===== src/rtl/forward_ctrl_unit.sv =====
// forward_ctrl_unit: EX-stage operand forwarding selects plus load-use stall detection.
// Tracks EX/MEM destination tags and registers 2-bit mux selects for the consumer's EX cycle.
module forward_ctrl_unit #(
    parameter int REG_W    = 5,
    parameter int ZERO_REG = 31,
    parameter int CNT_W    = 16
) (
    input  logic             clk,
    input  logic             reset,
    input  logic             id_valid,
    input  logic [REG_W-1:0] id_rn,
    input  logic [REG_W-1:0] id_rm,
    input  logic [REG_W-1:0] id_rd,
    input  logic             id_regWrite,
    input  logic             id_memRead,
    input  logic             flush,
    output logic             stall,
    output logic [1:0]       fwdA,
    output logic [1:0]       fwdB,
    output logic             ex_valid,
    output logic [CNT_W-1:0] stall_count
);
    localparam logic [REG_W-1:0] ZR = REG_W'(ZERO_REG);

    logic             ex_v, ex_rw, ex_mr, mem_v, mem_rw;
    logic [REG_W-1:0] ex_rd, mem_rd;
    logic             ex_live, mem_live, ex_a, ex_b, mem_a, mem_b, bubble;
    logic [1:0]       sel_a, sel_b;

    // A tag only counts as a producer if it really writes a non-XZR register
    assign ex_live  = ex_v & ex_rw & (ex_rd != ZR);
    assign mem_live = mem_v & mem_rw & (mem_rd != ZR);
    assign ex_a     = ex_live & (ex_rd == id_rn);
    assign ex_b     = ex_live & (ex_rd == id_rm);
    assign mem_a    = mem_live & (mem_rd == id_rn);
    assign mem_b    = mem_live & (mem_rd == id_rm);

    assign stall    = id_valid & ~flush & ex_mr & (ex_a | ex_b);
    assign bubble   = flush | stall | ~id_valid;
    assign sel_a    = ex_a ? 2'b01 : mem_a ? 2'b10 : 2'b00;
    assign sel_b    = ex_b ? 2'b01 : mem_b ? 2'b10 : 2'b00;
    assign ex_valid = ex_v;

    always_ff @(posedge clk or negedge reset) begin
        if (!reset) begin
            ex_v        <= 1'b0;
            ex_rw       <= 1'b0;
            ex_mr       <= 1'b0;
            ex_rd       <= '0;
            mem_v       <= 1'b0;
            mem_rw      <= 1'b0;
            mem_rd      <= '0;
            fwdA        <= 2'b00;
            fwdB        <= 2'b00;
            stall_count <= '0;
        end else begin
            mem_v  <= ex_v;
            mem_rw <= ex_rw;
            mem_rd <= ex_rd;
            ex_v   <= ~bubble;
            ex_rw  <= id_regWrite;
            ex_mr  <= id_memRead;
            ex_rd  <= id_rd;
            fwdA   <= bubble ? 2'b00 : sel_a;
            fwdB   <= bubble ? 2'b00 : sel_b;
            if (stall && !(&stall_count))
                stall_count <= stall_count + CNT_W'(1);
        end
    end
endmodule

===== config.mk =====
export PLATFORM = sky130hd
export DESIGN_NAME = forward_ctrl_unit
export DESIGN_NICKNAME = d
export VERILOG_FILES = /design/src/rtl/forward_ctrl_unit.sv
export SDC_FILE = /design/constraint.sdc
export NUM_CORES = 1
export LEC_CHECK = 0
export BUFFER_PORTS_ARGS = -buffer_cell sky130_fd_sc_hd__buf_2
export CORE_UTILIZATION = 35
export CTS_BUF_LIST = sky130_fd_sc_hd__clkbuf_4 sky130_fd_sc_hd__clkbuf_8
export DETAILED_ROUTE_END_ITERATION = 6
export PLACE_DENSITY = 0.67
export SYNTH_ARGS = -nofsm -noshare
export SYNTH_HDL_FRONTEND = slang
export SYNTH_SLANG_ARGS = --single-unit
export TNS_END_PERCENT = 50

===== constraint.sdc =====
create_clock -name clk -period 5.7 [get_ports clk]
set_clock_uncertainty 0.15 [all_clocks]
set_input_delay 0 -clock clk [delete_from_list [all_inputs] [get_ports clk]]
set_output_delay 0 -clock clk [all_outputs]
set_load 0.1 [all_outputs]

==> reports/results.txt, run 1 <==
Share of cells above drive strength 1: 30.2%
Largest net degree at the start of global routing: 36
Max-cap violations: 0
# diodes: 0
Sink Count: 35
Setup Crit Path Kind: register to output port
Max stage delay on crit path: 0.49 ns
Max Slew Vio Count: 0
DR iter-0 viols: 35
Period utilisation layout: 43.9%
Final WL: 3.30 mm
HP Start: id_valid
Status: finished with violations
Post-synthesis xor/xnor area fraction: 18.3%
Ranking of synthesized cells by area: dfrtp_1, xor2_1, nand3_1, nor3_1, xnor2_1
Simple-gate share of the synthesized area: 22.0%
Worst Max-Slew Pin Slew: 0.744 ns
Yosys top cell by area: dfrtp_1
Overall Power: 0.488 mW
Mapped Avg Cell Area: 11.7 um^2
GRT met1 Usage: 19.7%
H-tree Lvls: 2
Utilization of the core after routing: 47.6%
Row count: 24
Post-synthesis mux area share: 0.672%
All-Layer GR Usage: 15.0%
Synth Area in Adders: 0.747%
Largest family of logic cells by synthesized area: simple AND/OR/NAND/NOR gates
HP Class: primary input to register
Vias in the first global route: 1293
Crit path max-delay cell type: buf_2
Hold Path Sink: fwdB[1]$_DFF_PN0_
Tmin final: 2.50 ns
Endpoint type of the worst setup path: output port
Synth warnings: 0
Area after DPL: 1920 um^2
Global-route wire length before repair: 5.82 mm
Finish-stage setup viols: 0
Crit Path Max Fanout: 16
Hold path cells: 4
Yosys top cell area share: 52.3%
Die footprint: 5070 um^2
FF-to-FF Start: ex_rd[3]$_DFF_PN0_
Violated checks: DRC
Sequential fraction of the synthesis area: 52.3%
FFs w/ async S/R, synth: 100%
Synth-to-layout area growth: 27.2%
Met3 usage: 3.13%
Synthesis-stage register bit count: 35
Die Span Y: 71.2 um
Distinct cells, synth: 31
RSZ-0062 raised after global routing: false
CTS hold repair buffers: 12
Global Route met2 Usage: 23.3%
CTS tree: built
Critical R2R Capture: fwdA[1]$_DFF_PN0_
Mapped cell area: 1680 um^2
# nets final: 223
1st-pass router iterations: 6
WP data required: 5.55 ns
Clock tree buffer depth: 2
Slew margin rel.: 50.4%
Post-route cell area: 2130 um^2
Vias: 1248
Clock-pin slew on the worst setup and hold paths: 0.07 ns
Initial core utilization: 37.4%
Fmax: 400 MHz
CTS root buf: clkbuf_8
Worst Setup Start Kind: register
GRT overflow: 0
R2R depth: 6
Routed wire length per instance: 13.0 um
Clk Latency, worst-skew pair: 0.29 ns
Final hold violations: 0
Synth Area in Compound Gates: 3.73%
Lkg Pwr: 1.07 nW
Total negative setup slack: 0 ns
Synth Net Count: 165
# Post-CTS Setup Buffers: 0
Post-synth EDFFs: 0
Post-DP HPWL: 2.47 mm
CTS buffer count: 5
Cell Pwr Density: 229 nW/um^2
CP Cell Sequence: xor2_1, nor3_1, a22oi_4, nor2_1, buf_2
Buf/Inv on CP: 1
Drt drc: 1
Die Wd: 71.2 um
Worst VDD drop: 0.145 mV
Top Ports: 43
Most common flop cell mapped by yosys: dfrtp_1
Gate Count Post-Synth: 143
Reg-to-reg slack, setup: 3.20 ns
Gpl congestion: 0.791
IO Port Bufs: 42
Initial antenna violation count: 0
Post-CTS Resized: 0
Drt via density: 4.91
CP arrival: 2.35 ns
FILL cells: 411
Most used routing layer in global routing: met2
Core outline area: 4470 um^2
ANT nets after route: 0
Delay-heaviest family, CP: simple AND/OR/NAND/NOR gates
logic make-up after synthesis:
logic type               count (synthesis)
buffers and inverters                    4
XOR/XNOR                                35
AO/OA/AOI/OAI                            6
adder cells (fa/ha/maj)                  1
multiplexers                             1
AND/OR/NAND/NOR                         61
flip-flops                              35
synth_stat cells, types with 2 or more instances:
| cell | count |
|---|---|
| and3_1 | 2 |
| buf_6 | 3 |
| dfrtp_1 | 35 |
| nand2_1 | 10 |
| nand3_1 | 9 |
| nand4_1 | 6 |
| nor2_1 | 7 |
| nor3_1 | 9 |
| nor4_1 | 5 |
| nor4_2 | 3 |
| xnor2_1 | 5 |
| xor2_1 | 30 |
final cells by class:
class,instances,area [um^2],area share (%)
clock buffer,5,68.8,3.23
clock inverter,3,25.0,1.17
inverter,1,3.75,0.176
multi-input combinational,104,762,35.8
sequential,35,876,41.1
tap,52,65.1,3.05
timing repair buffer,54,330,15.5
metal layers:
metal / part of all wire [%] / vias up
met3: 4.1 / 5
met2: 47 / 28
met1: 47 / 600
met5: 0 / -
li1: - / 615
met4: 2.0 / 0
through the flow:
stage,instances,hold slack [ns],worst slack (ns)
6_report,254,0.0274,3.20
5_1_grt,254,0.0483,3.00
4_1_cts,254,0.00514,3.19
3_5_place_dp,234,-0.0407,3.41
3_3_place_gp,234,-0.0413,3.38
2_1_floorplan,143,-0.446,2.40
report_power, final:
group          leakage (nW)  switching, mW  internal [mW]
registers             0.457        0.00603          0.254
clock network        0.0443         0.0915         0.0871
logic                 0.573         0.0291         0.0204
worst min-delay path, stage by stage:
cell and delay, ns:
buf_2 0.11, nor2b_1 0.13, nand3_1 0.12, nor4_1 0.07
flip-flops by register name (all words and copies together), names as in the netlist:
| name | cells |
|---|---|
| ex_mr | 1 |
| mem_rw | 1 |
| mem_rd | 5 |
| fwdB | 2 |
| ex_rw | 1 |
| ex_rd | 5 |
| fwdA | 2 |
| mem_v | 1 |
| ex_valid | 1 |
| stall_count | 16 |
cell usage in the layout, fill, tap and decap left out, drive strengths merged:
| cell type | Yosys | final |
|---|---|---|
| inv | 1 | 1 |
| a211o | 1 | 1 |
| nor4b | 1 | 1 |
| xor2 | 30 | 30 |
| nand2 | 10 | 10 |
| mux2 | 1 | 1 |
| o211ai | 1 | 1 |
| buf | 3 | 42 |
| a22oi | 1 | 1 |
| clkinv | 0 | 2 |
| clkinvlp | 0 | 1 |
| a2111oi | 1 | 1 |
| nand2b | 1 | 1 |
| dlygate4sd3 | 0 | 12 |
| nor4 | 9 | 9 |
| nor3 | 10 | 10 |
| ha | 1 | 1 |
| nor2 | 7 | 7 |
| xnor2 | 5 | 5 |
| nand3b | 1 | 1 |
| nand4 | 6 | 6 |
| clkbuf | 0 | 5 |
| and4 | 1 | 1 |
| nor3b | 1 | 1 |
| and3 | 2 | 2 |
| or2 | 2 | 2 |
| a21oi | 1 | 1 |
| dfrtp | 35 | 35 |
| o21ai | 1 | 1 |
| nor2b | 1 | 1 |
| nand3 | 9 | 9 |
how the worst max path moves through the flow:
stage	cells after the start	start	slack, ns	end
6_report	5	ex_rd[3]$_DFF_PN0_	3.20	stall
5_1_grt	6	ex_rd[3]$_DFF_PN0_	3.00	fwdA[1]$_DFF_PN0_
4_1_cts	5	ex_rd[3]$_DFF_PN0_	3.19	stall
3_5_place_dp	5	ex_rd[3]$_DFF_PN0_	3.41	stall_count[1]$_DFFE_PN0P_
3_3_place_gp	5	ex_rd[3]$_DFF_PN0_	3.38	stall_count[1]$_DFFE_PN0P_
2_1_floorplan	5	ex_valid$_DFF_PN0_	2.40	fwdA[1]$_DFF_PN0_
No activity file was read; power rests on OpenSTA's default activity.
==> run 2: changes to the inputs <==
==> constraint.sdc (replaced) <==
create_clock -name clk -period 2.4 [get_ports clk]
set_clock_uncertainty 0.15 [all_clocks]
set_input_delay 0 -clock clk [delete_from_list [all_inputs] [get_ports clk]]
set_output_delay 0 -clock clk [all_outputs]
set_load 0.1 [all_outputs]
==> run 2 against run 1 <==
The run still ends with DRC left. Die area did not move. Critical path type is now register to register. Worst setup slack worse by 3.0 ns. Via count shrank 0.24%. Critical endpoint is now fwdB[1]$_DFF_PN0_. Worst hold slack improved by 0.0035 ns. Largest power group unchanged. First-iteration DRC count grew 51%. Cell area increased by 2.5%. Sequential share of layout area about the same. Count of clock-buffer cells in the layout up 2. Power is 150% higher.
==> reports/results.txt, run 2 (same netlist as run 1, synthesis figures left out) <==
Status: finished with violations
Violated checks: DRC
Period utilisation layout: 91.9%
Sink Count: 35 (unchanged)
Global-route wire length before repair: 5.71 mm (-2.0%)
GRT overflow: 0 (unchanged)
Clock tree buffer depth: 2 (unchanged)
RSZ-0062 raised after global routing: false
Final hold violations: 0 (unchanged)
Max Slew Vio Count: 0 (unchanged)
Core outline area: 4470 um^2 (unchanged)
Post-CTS Resized: 0 (unchanged)
Vias in the first global route: 1260 (-2.6%)
All-Layer GR Usage: 14.6% (-0.43 points)
ANT nets after route: 0 (unchanged)
Placed Cells: 236 (+0.85%)
Fmax: 454 MHz
Drt drc: 1 (unchanged)
Cell Pwr Density: 554 nW/um^2 (+140%)
1st-pass router iterations: 6 (unchanged)
Die footprint: 5070 um^2 (unchanged)
Area after DPL: 1960 um^2 (+2.3%)
Non-filler cells, final: 256 (+0.79%)
HP Class: primary input to register
Largest net degree at the start of global routing: 36 (unchanged)
CP arrival: 2.22 ns (-0.13 ns)
Share of cells above drive strength 1: 39.7% (+9.5 points)
Clk Latency, worst-skew pair: 0.28 ns (about the same)
CTS root buf: clkbuf_8
Crit Path Max Fanout: 5 (-11)
Worst Setup Start Kind: register
Post-DP HPWL: 2.43 mm (-2.0%)
Endpoint type of the worst setup path: register
Max-cap violations: 0 (unchanged)
Row count: 24 (unchanged)
Drt via density: 4.86 (-1.0%)
H-tree Lvls: 2 (unchanged)
Most common cell after layout, fill and taps aside: buf_2
Gpl congestion: 0.791 (about the same)
Top Registers: stall_count: 16 flops, ex_rd: 5 flops, mem_rd: 5 flops
# nets final: 225 (+0.90%)
Die Wd: 71.2 um (unchanged)
Clock-pin slew on the worst setup and hold paths: 0.07 ns (about the same)
Finish-stage setup viols: 0 (unchanged)
DR iter-0 viols: 53 (+51%)
Synth-to-layout area growth: 30.4%
Tmin final: 2.20 ns
Die Span Y: 71.2 um (unchanged)
CTS buffer count: 5 (unchanged)
WP data required: 2.42 ns (-3.13 ns)
Vias: 1245 (-0.24%)
CTS tree: built
Routed wire length per instance: 12.5 um (-3.5%)
# Post-CTS Setup Buffers: 0 (unchanged)
Most frequent cells in the layout: buf_2, xor2_1, dfrtp_1
Post-route cell area: 2180 um^2 (+2.5%)
Utilization of the core after routing: 48.8% (+1.2 points)
Lkg Pwr: 1.06 nW (-1.1%)
Top Ports: 43 (unchanged)
Max reg flops: 16 (unchanged)
Worst VDD drop: 0.376 mV (+160%)
IO Port Bufs: 42 (unchanged)
Biggest register: stall_count
Initial core utilization: 37.4% (unchanged)
# diodes: 0 (unchanged)
Setup Crit Path Kind: register to register
Slew margin rel.: 50.1% (-0.33 points)
Worst Max-Slew Pin Slew: 0.749 ns (+0.00494 ns)
Final WL: 3.21 mm (-2.7%)
Total negative setup slack: 0 ns (unchanged)
Initial antenna violation count: 0 (unchanged)
## run 2: cell types whose count changed in the layout (fill, tap and decap cells not counted)
cell,delta
buf_4,+2
clkbuf_8,+2
clkinv_4,-2
dfrtp_1,-17
dfrtp_2,+17
nor2_1,-1
nor2_4,+1
## run 2: through the flow
step | hold slack [ns] | power (mW) | worst slack [ns]
after floorplan | -0.446 | 0.694 | 0.0602
after global placement | -0.0415 | 0.738 | 0.251
after detailed placement | -0.0407 | 0.739 | 0.287
after CTS | 0.0165 | 1.23 | 0.198
after global routing | 0.0473 | 1.26 | 0.0274
final | 0.0309 | 1.21 | 0.196
## run 2: critical path, stage by stage (launching register included)
cell and delay (ns):
dfrtp_1 0.45, xor2_1 0.19, nor4_2 0.39, nand3_1 0.21, nand4_1 0.11, dlygate4sd3_1 0.55
nor4_1 0.05
## run 2: per-layer routing
metal,up-vias,routed length [um],track usage (%)
met1,576,1430,18.2
li1,623,-,-
met5,-,0,0
met2,41,1520,23.9
met3,5,219,3.28
met4,0,43,6.89
## run 2: what timing repair did
action / in CTS / in global routing
hold buffers: 12 / 0
endpoints found under the setup margin: 0 / 0
hold endpoints to repair: 47 / 0
## run 2: final cells by class
| class | count | area, um^2 |
|---|---|---|
| fillers | 417 | 2290 |
| flip-flops and latches | 35 | 897 |
| multi-input cells | 104 | 769 |
| repair buffers | 56 | 345 |
| clock buffers | 7 | 96.3 |
| well taps | 52 | 65.1 |
| clock inverters | 1 | 7.51 |
| inverters | 1 | 3.75 |
## run 2: report_power, final
group          switching [mW]  internal, mW
Combinational          0.0714        0.0498
Sequential             0.0146         0.604
Clock                   0.209         0.261
Total                   0.296         0.915
## run 2: final timing paths
check,from,end,slack [ns],cells after the start
min in group asynchronous,reset,mem_rd[1]$_DFF_PN0_,0.17,2
worst max register to register,ex_rd[0]$_DFF_PN0_,fwdB[1]$_DFF_PN0_,0.20,6
max in group asynchronous,reset,stall_count[10]$_DFFE_PN0P_,1.41,2
worst min register to register,ex_rw$_DFF_PN0_,mem_rw$_DFF_PN0_,0.24,0
worst min-delay path,id_valid,fwdB[1]$_DFF_PN0_,0.03,4
worst max-delay path,ex_rd[0]$_DFF_PN0_,fwdB[1]$_DFF_PN0_,0.20,6
